<file path="config.mk">
export PLATFORM = sky130hd
export DESIGN_NAME = rr_arbiter
export DESIGN_NICKNAME = d
export VERILOG_FILES = /design/src/rtl/rr_arbiter.sv
export SDC_FILE = /design/constraint.sdc
export NUM_CORES = 1
export LEC_CHECK = 0
export CAP_MARGIN = 20
export CORE_MARGIN = 5
export CORE_UTILIZATION = 54
export CTS_BUF_LIST = sky130_fd_sc_hd__clkbuf_2
export DETAILED_ROUTE_END_ITERATION = 6
export PLACE_DENSITY_LB_ADDON = 0.05
export REMOVE_ABC_BUFFERS = 1
export SYNTH_ARGS = -nofsm -noshare
export SYNTH_HDL_FRONTEND = slang
export SYNTH_SLANG_ARGS = --single-unit
</file>
<file path="constraint.sdc">
create_clock -name clock -period 2.5 [get_ports clock]
set_input_delay 0.75 -clock clock [delete_from_list [all_inputs] [get_ports clock]]
set_output_delay 0.75 -clock clock [all_outputs]
set_load 0.02 [all_outputs]
</file>
<file path="src/rtl/rr_arbiter.sv">
// N-requester round-robin arbiter with registered one-hot grant and a bounded
// grant-hold time; priority rotates past each owner when it releases.
module rr_arbiter #(
   parameter  int N        = 4,
   parameter  int MAX_HOLD = 8,
   localparam int IDW      = $clog2(N),
   localparam int CW       = $clog2(MAX_HOLD + 1)
) (
   input  logic           clock,
   input  logic           reset_n,
   input  logic [N-1:0]   req,
   output logic [N-1:0]   gnt,
   output logic           gnt_valid,
   output logic [IDW-1:0] gnt_id
);

   typedef enum logic {
      IDLE,
      GRANT
   } state_t;

   state_t         state_q, state_d;
   logic [IDW-1:0] owner_q, owner_d;
   logic [IDW-1:0] ptr_q, ptr_d;
   logic [CW-1:0]  hold_q, hold_d;
   logic [N-1:0]   gnt_q, gnt_d;
   logic [IDW-1:0] gntId_q, gntId_d;
   logic           gntValid_q, gntValid_d;

   logic [IDW-1:0] nextPtr;
   logic [IDW-1:0] searchStart;
   logic [IDW-1:0] winner;
   logic           found;
   logic [IDW:0]   searchSum;

   assign nextPtr = (owner_q == IDW'(N - 1)) ? '0 : owner_q + IDW'(1);

   // Circular priority search; the extra sum bit lets the wrap work for any N.
   always_comb begin
      searchStart = (state_q == IDLE) ? ptr_q : nextPtr;
      winner      = '0;
      found       = 1'b0;
      searchSum   = '0;
      for (int j = 0; j < N; j++) begin
         searchSum = {1'b0, searchStart} + (IDW + 1)'(j);
         if (searchSum >= (IDW + 1)'(N)) begin
            searchSum = searchSum - (IDW + 1)'(N);
         end
         if (!found && req[searchSum[IDW-1:0]]) begin
            winner = searchSum[IDW-1:0];
            found  = 1'b1;
         end
      end
   end

   always_comb begin
      state_d = state_q;
      owner_d = owner_q;
      ptr_d   = ptr_q;
      hold_d  = hold_q;
      unique case (state_q)
         IDLE: begin
            if (found) begin
               state_d = GRANT;
               owner_d = winner;
               hold_d  = CW'(1);
            end
         end
         GRANT: begin
            if (req[owner_q] && (hold_q < CW'(MAX_HOLD))) begin
               hold_d = hold_q + CW'(1);
            end else begin
               ptr_d = nextPtr;
               if (found) begin
                  owner_d = winner;
                  hold_d  = CW'(1);
               end else begin
                  state_d = IDLE;
                  hold_d  = '0;
               end
            end
         end
         default: begin
            state_d = IDLE;
         end
      endcase
      // Outputs are registered copies of the next owner, so there is no req-to-gnt path.
      gntValid_d = (state_d == GRANT);
      gnt_d      = gntValid_d ? (N'(1) << owner_d) : '0;
      gntId_d    = gntValid_d ? owner_d : '0;
   end

   always_ff @(posedge clock or negedge reset_n) begin
      if (!reset_n) begin
         state_q    <= IDLE;
         owner_q    <= '0;
         ptr_q      <= '0;
         hold_q     <= '0;
         gnt_q      <= '0;
         gntId_q    <= '0;
         gntValid_q <= 1'b0;
      end else begin
         state_q    <= state_d;
         owner_q    <= owner_d;
         ptr_q      <= ptr_d;
         hold_q     <= hold_d;
         gnt_q      <= gnt_d;
         gntId_q    <= gntId_d;
         gntValid_q <= gntValid_d;
      end
   end

   assign gnt       = gnt_q;
   assign gnt_valid = gntValid_q;
   assign gnt_id    = gntId_q;

endmodule
</file>
After elaboration in Yosys (flattened, before gate mapping)
Index checks and enable logic that the tools add are counted.
{"block": "word_totals", "register_bits": 15, "inputBits": 6, "wordCells": 74, "output_inout_bits": 7}
{"block": "op_classes", "n_eq_ne": 2, "add_sub_neg": 9, "bitwise_logic": 2, "shifts": 1, "n_mux": 36, "reduce_logical": 8, "order_cmp": 10}
{"operator": "2-bit two-way mux", "count": 13}
{"operator": "2-bit by 3-bit < comparator with 1-bit output, second input constant", "count": 5}
{"operator": "1-bit two-way mux", "count": 12}
{"operator": "4-bit two-way mux", "count": 3}
{"operator": "1-bit binary-select mux with 2-bit select", "count": 5}
{"operator": "3-bit >= comparator, second input constant", "count": 3}
{"operator": "4-bit case mux with 2 select lines", "count": 1}
{"operator": "2-bit by 1-bit subtractor with 2-bit output, second input constant", "count": 4}
{"operator": "2-bit by 2-bit adder with 3-bit output, second input constant", "count": 2}
{"operator": "4-bit by 1-bit adder with 4-bit output, second input constant", "count": 1}
{"operator": "1-bit logical AND", "count": 4}
{"operator": "4-bit < comparator, second input constant", "count": 1}
{"operator": "2-bit case mux with 2 select lines", "count": 1}
{"operator": "1-bit by 2-bit << shifter with 4-bit output, first input constant", "count": 1}
{"operator": "2-bit by 1-bit adder with 3-bit output, second input constant", "count": 1}
{"operator": "2-bit by 3-bit >= comparator with 1-bit output, second input constant", "count": 1}
{"operator": "1-bit zero test", "count": 3}
{"operator": "2-bit by 1-bit adder with 2-bit output, second input constant", "count": 1}
{"operator": "2-bit == test, second input constant", "count": 1}
{"operator": "2-bit != test, second input constant", "count": 1}
{"operator": "1-bit NOT", "count": 2}
{"operator": "1-bit case mux with 2 select lines", "count": 1}
{"operator": "2-bit AND reduction", "count": 1}

Longest topological paths before layout
Gate-level depths: netlist of run 1.
{"block": "logic_depth", "ltp_word": 22, "ltp_mapped": 6, "depth_no_buf": 6}

Least setup slack after synthesis of run 1
Ideal clock, no wire load.
{"block": "synth_timing", "kind": "input to register", "start": "in req[3]", "end": "reg ptr_q[0]", "path_buffers": 0, "cell_stages": 3, "path_slack_ns": 0.605, "arrival_time_ns": 1.770, "setup_time_ns": 0.125, "t_required_ns": 2.375, "path_cell_list": "mux4_2 a21boi_1 mux2_2"}
{"block": "synth_via", "elab_chain_cells": 5}
{"item": "from (decl)", "line": "11", "source": "input logic [N-1:0] req,"}
{"item": "1-bit binary-select mux with 2-bit select", "line": "70", "source": "if (req[owner_q] && (hold_q < CW'(MAX_HOLD))) begin"}
{"item": "1-bit two-way mux (implied by the code)", "line": "70"}
{"item": "1-bit logical AND", "line": "70"}
{"item": "1-bit NOT (no line)"}
{"item": "2-bit AND reduction (no line)"}
{"item": "to (signal assigned)", "line": "105", "source": "ptr_q <= ptr_d;"}
{"item": "to (decl)", "line": "24", "source": "logic [IDW-1:0] ptr_q, ptr_d;"}
No other way between the ends. The select of a mux whose other input is x is not followed.
A chain may end at the register's enable or synchronous reset.

Final worst setup path of run 1
{"block": "layout_timing", "start": "in req[2]", "end": "reg ptr_q[0]"}
Same word-level chain as after synthesis.

==> summary.md, run 1 <==
| Metric | Value |
|---|---|
| Skew final | 0.00987 ns |
| CTS resizes | 0 |
| P&R area growth vs syn | 23.4% |
| Pleak | 0.452 nW |
| Routed wire length | 1600 um |
| Synth Instances | 80 |
| Vias per cell | 5.71 |
| Number of synthesized register bits | 15 |
| Area contributors post-synth | dfrtp_1 47%, nand2_1 6.1%, mux2_2 4.2% |
| Drt pass-1 iters | 4 |
| Yosys top cell area share | 46.6% |
| DRT iter0 DRCs | 19 |
| Crit. End Element | flip-flop |
| Post-synth ARST share | 100% |
| Core ar. | 0.00145 mm^2 |
| Pwr Density | 1270 mW/mm^2 |
| Seq pwr share | 32.3% |
| Clock Sink Count | 15 |
| Initial antenna violation count | 0 |
| Area leader, netlist | dfrtp_1 |
| Initial core utilization | 55.4% |
| Die Span X | 48.6 um |
| H-tree depth | 1 |
| First-pass GRT wire length | 2850 um |
| Die Ht | 48.6 um |
| Pin count of the biggest net entering global routing | 16 |
| P_sw | 0.000521 W |
| Setup CP Type | in2reg |
| Total gr overflow | 0 |
| Post-synth top cells | 15 x dfrtp_1, 13 x nand2_1, 5 x inv_1 |
| CTS hold repair buffers | 0 |
| CTS tree | yes |
| Final HPWL from detailed placement | 1230 um |
| Ports | 13 |
| WL per Instance | 13.9 um |
| Setup bufs post-CTS | 0 |
| Sequential area share after synthesis | 46.6% |
| Layout cells sized above 1 | 18.2% |
| Total negative slack | 0 ns |
| Setup crit start | req[2] |
| Via count | 657 |
| Final Slew Violations | 0 |
| Synth Area in Adders | 3.11% |
| Antenna Nets Post-Route | 0 |
| FF-to-FF Start | owner_q[1] |
| Clk pin slew, worst setup/hold paths | 0.13 ns |
| Unrepaired setup endpoints after global routing | no |
| Slowest stage delay, CP | 0.51 ns |
| Syn Area/Cell | 10.1 um^2 |
| Final Setup Violations | 0 |
| Total Routing Usage GR | 15.3% |
| Buffers on Ports | 12 |
| Complex-gate fraction of the synthesized area | 21.7% |
| TritonCTS buffer count | 3 |
| Most common cell in the netlist | dfrtp_1 |
| RD Place Congestion | 0.816 |
| Mux contribution to synthesized area | 6.99% |
| Synth unique cells | 34 |
| WP data required | 2.68 ns |
| Post-Syn Area | 806 um^2 |
| Element type at the critical path start | primary input |
| Main combinational cell family by area after synthesis | compound AO/OA/AOI/OAI gates |
| Worst slew margin | 55.9% |
| Crit path cell chain | clkdlybuf4s50_1, mux4_2, a21boi_1, mux2_2 |
| Clock Latency Late Sink | 0.28 ns |
| Num rows | 14 |
| Arr. time, crit path | 2.32 ns |
| Max frequency | 467 MHz |
| Layout Nets | 108 |
| # DRC | 0 |
| Worst min-delay path startpoint | hold_q[2] |
| Switching Fraction | 41.1% |
| Finished layout cell area | 995 um^2 |
| Crit-path slowest cell | mux4_2 |
| Ys flop type | dfrtp_1 |
| Number of synthesized flops with an enable pin | 0 |
| Period minus WS final | 2.14 ns |
| Hold Crit Class | reg2reg |
| Fin crit share | 85.6% |
| Maximum VDD drop | 700 uV |
| Die footprint | 0.00236 mm^2 |
| MaxCap Viol Count | 0 |
| Ys Warns | 0 |
| Status | finished clean |
| XOR/XNOR Fraction of Synth Area | 0% |
| Worst-path maximum fanout | 5 |
| Vias in the first global route | 650 |
| Final hold vios | 0 |
| Comb power frac | 58.5% |
| Internal power | 0.000746 W |
| DP Area | 975 um^2 |
| Worst-Margin Slew | 0.660 ns |
| Clock Path Buffers | 2 |
| Simple-Gate Fraction of Synth Area | 18.2% |
| Clock network fraction of total power | 9.2% |
| N_diodes | 0 |
| Clk root buf | clkbuf_2 |
| Fillcell total | 119 |
## per-layer routing
| layer | vias to the layer above | global-route usage, % | wire length [um] |
|---|---|---|---|
| met5 | - | 0 | 0 |
| met2 | 16 | 24.6 | 761 |
| met1 | 306 | 18.9 | 749 |
| met3 | 2 | 4.29 | 72 |
| li1 | 333 | - | - |
| met4 | 0 | 6.73 | 17 |
## cells by family after synthesis
family	count (synthesis)
AND/OR/NAND/NOR	29
AO/OA/AOI/OAI	23
flip-flops	15
buffers and inverters	7
multiplexers	4
adder cells (fa/ha/maj)	2
## path summary, 6_finish.rpt
| path | to | slack, ns | cells after the start |
|---|---|---|---|
| worst max-delay path | ptr_q[0] | 0.36 | 4 |
| worst min-delay path | hold_q[2] | 0.49 | 1 |
| worst max register to register | gnt[1] | 0.41 | 6 |
| worst min register to register | hold_q[2] | 0.49 | 1 |
| max in group asynchronous | ptr_q[1] | 1.22 | 1 |
| min in group asynchronous | owner_q[1] | 0.85 | 1 |
## final cells by class
class	instances	area, um^2	share of cell area (%)
clock buffer	4	20.0	2.01
inverter	5	18.8	1.89
multi-input combinational	58	403	40.5
sequential	15	375	37.7
tap	16	20.0	2.01
timing repair buffer	17	158	15.8
## stage by stage
stage               std cells  setup slack (ns)  util (%)  power (W)  hold WS (ns)
floorplan                  78             0.605         -   0.000925         0.450
global placement          111            0.0931      67.0    0.00113         0.473
detailed placement        111            0.0558      67.0    0.00115         0.484
CTS                       115             0.364      68.4    0.00127         0.500
global route              115             0.278      68.4    0.00137         0.542
finish                    115             0.359      68.4    0.00127         0.493
## flip-flops by register name (all words and copies together) (netlist names)
register	flops
gnt	4
ptr_q	2
owner_q	2
gnt_id	2
hold_q	4
gnt_valid	1
## cell usage in the layout (no fill, tap or decap), drive strengths merged, types with 2 or more instances in the layout
| cell type | n |
|---|---|
| dfrtp | 15 |
| nand2 | 13 |
| clkdlybuf4s50 | 12 |
| o21ai | 7 |
| inv | 5 |
| buf | 5 |
| clkbuf | 4 |
| mux2 | 3 |
| nand3 | 3 |
| nor2 | 3 |
| a21boi | 3 |
| o32ai | 3 |
| nor2b | 2 |
| a22o | 2 |
| ha | 2 |
| and2 | 2 |
| a21oi | 2 |
## power by group through the flow
stage	Sequential, W	Clock (W)	Combinational, W
after floorplan	0.000462	0	0.000464
after global placement	0.000413	0	0.000721
after detailed placement	0.000416	0	0.000739
after CTS	0.000410	0.000120	0.000745
after global routing	0.000424	0.000135	0.000813
final	0.000410	0.000117	0.000741
## worst max-delay path: cells and delay by family
| kind | cells | cell delay [ns] |
|---|---|---|
| buffers and inverters | 1 | 0.47 |
| AOI/OAI and AO/OA | 1 | 0.23 |
| muxes | 2 | 0.86 |
Power figures use the tool's default switching activity.
==> run 2: changes to the inputs <==
--- a/config.mk
+++ b/config.mk
@@ -12,6 +12,7 @@
 export DETAILED_ROUTE_END_ITERATION = 6
 export PLACE_DENSITY_LB_ADDON = 0.05
 export REMOVE_ABC_BUFFERS = 1
+export SKIP_LAST_GASP = 1
 export SYNTH_ARGS = -nofsm -noshare
 export SYNTH_HDL_FRONTEND = slang
 export SYNTH_SLANG_ARGS = --single-unit
==> results of run 2 <==
The final DEF is identical to that of run 1; final timing and power are the same.
==> run 3: changes to the inputs <==
--- a/config.mk
+++ b/config.mk
@@ -13,6 +13,7 @@
 export PLACE_DENSITY_LB_ADDON = 0.05
 export REMOVE_ABC_BUFFERS = 1
 export SKIP_LAST_GASP = 1
+export SLEW_MARGIN = 20
 export SYNTH_ARGS = -nofsm -noshare
 export SYNTH_HDL_FRONTEND = slang
 export SYNTH_SLANG_ARGS = --single-unit
==> results of run 3 <==
The final DEF is identical to that of run 1; final timing and power are the same.
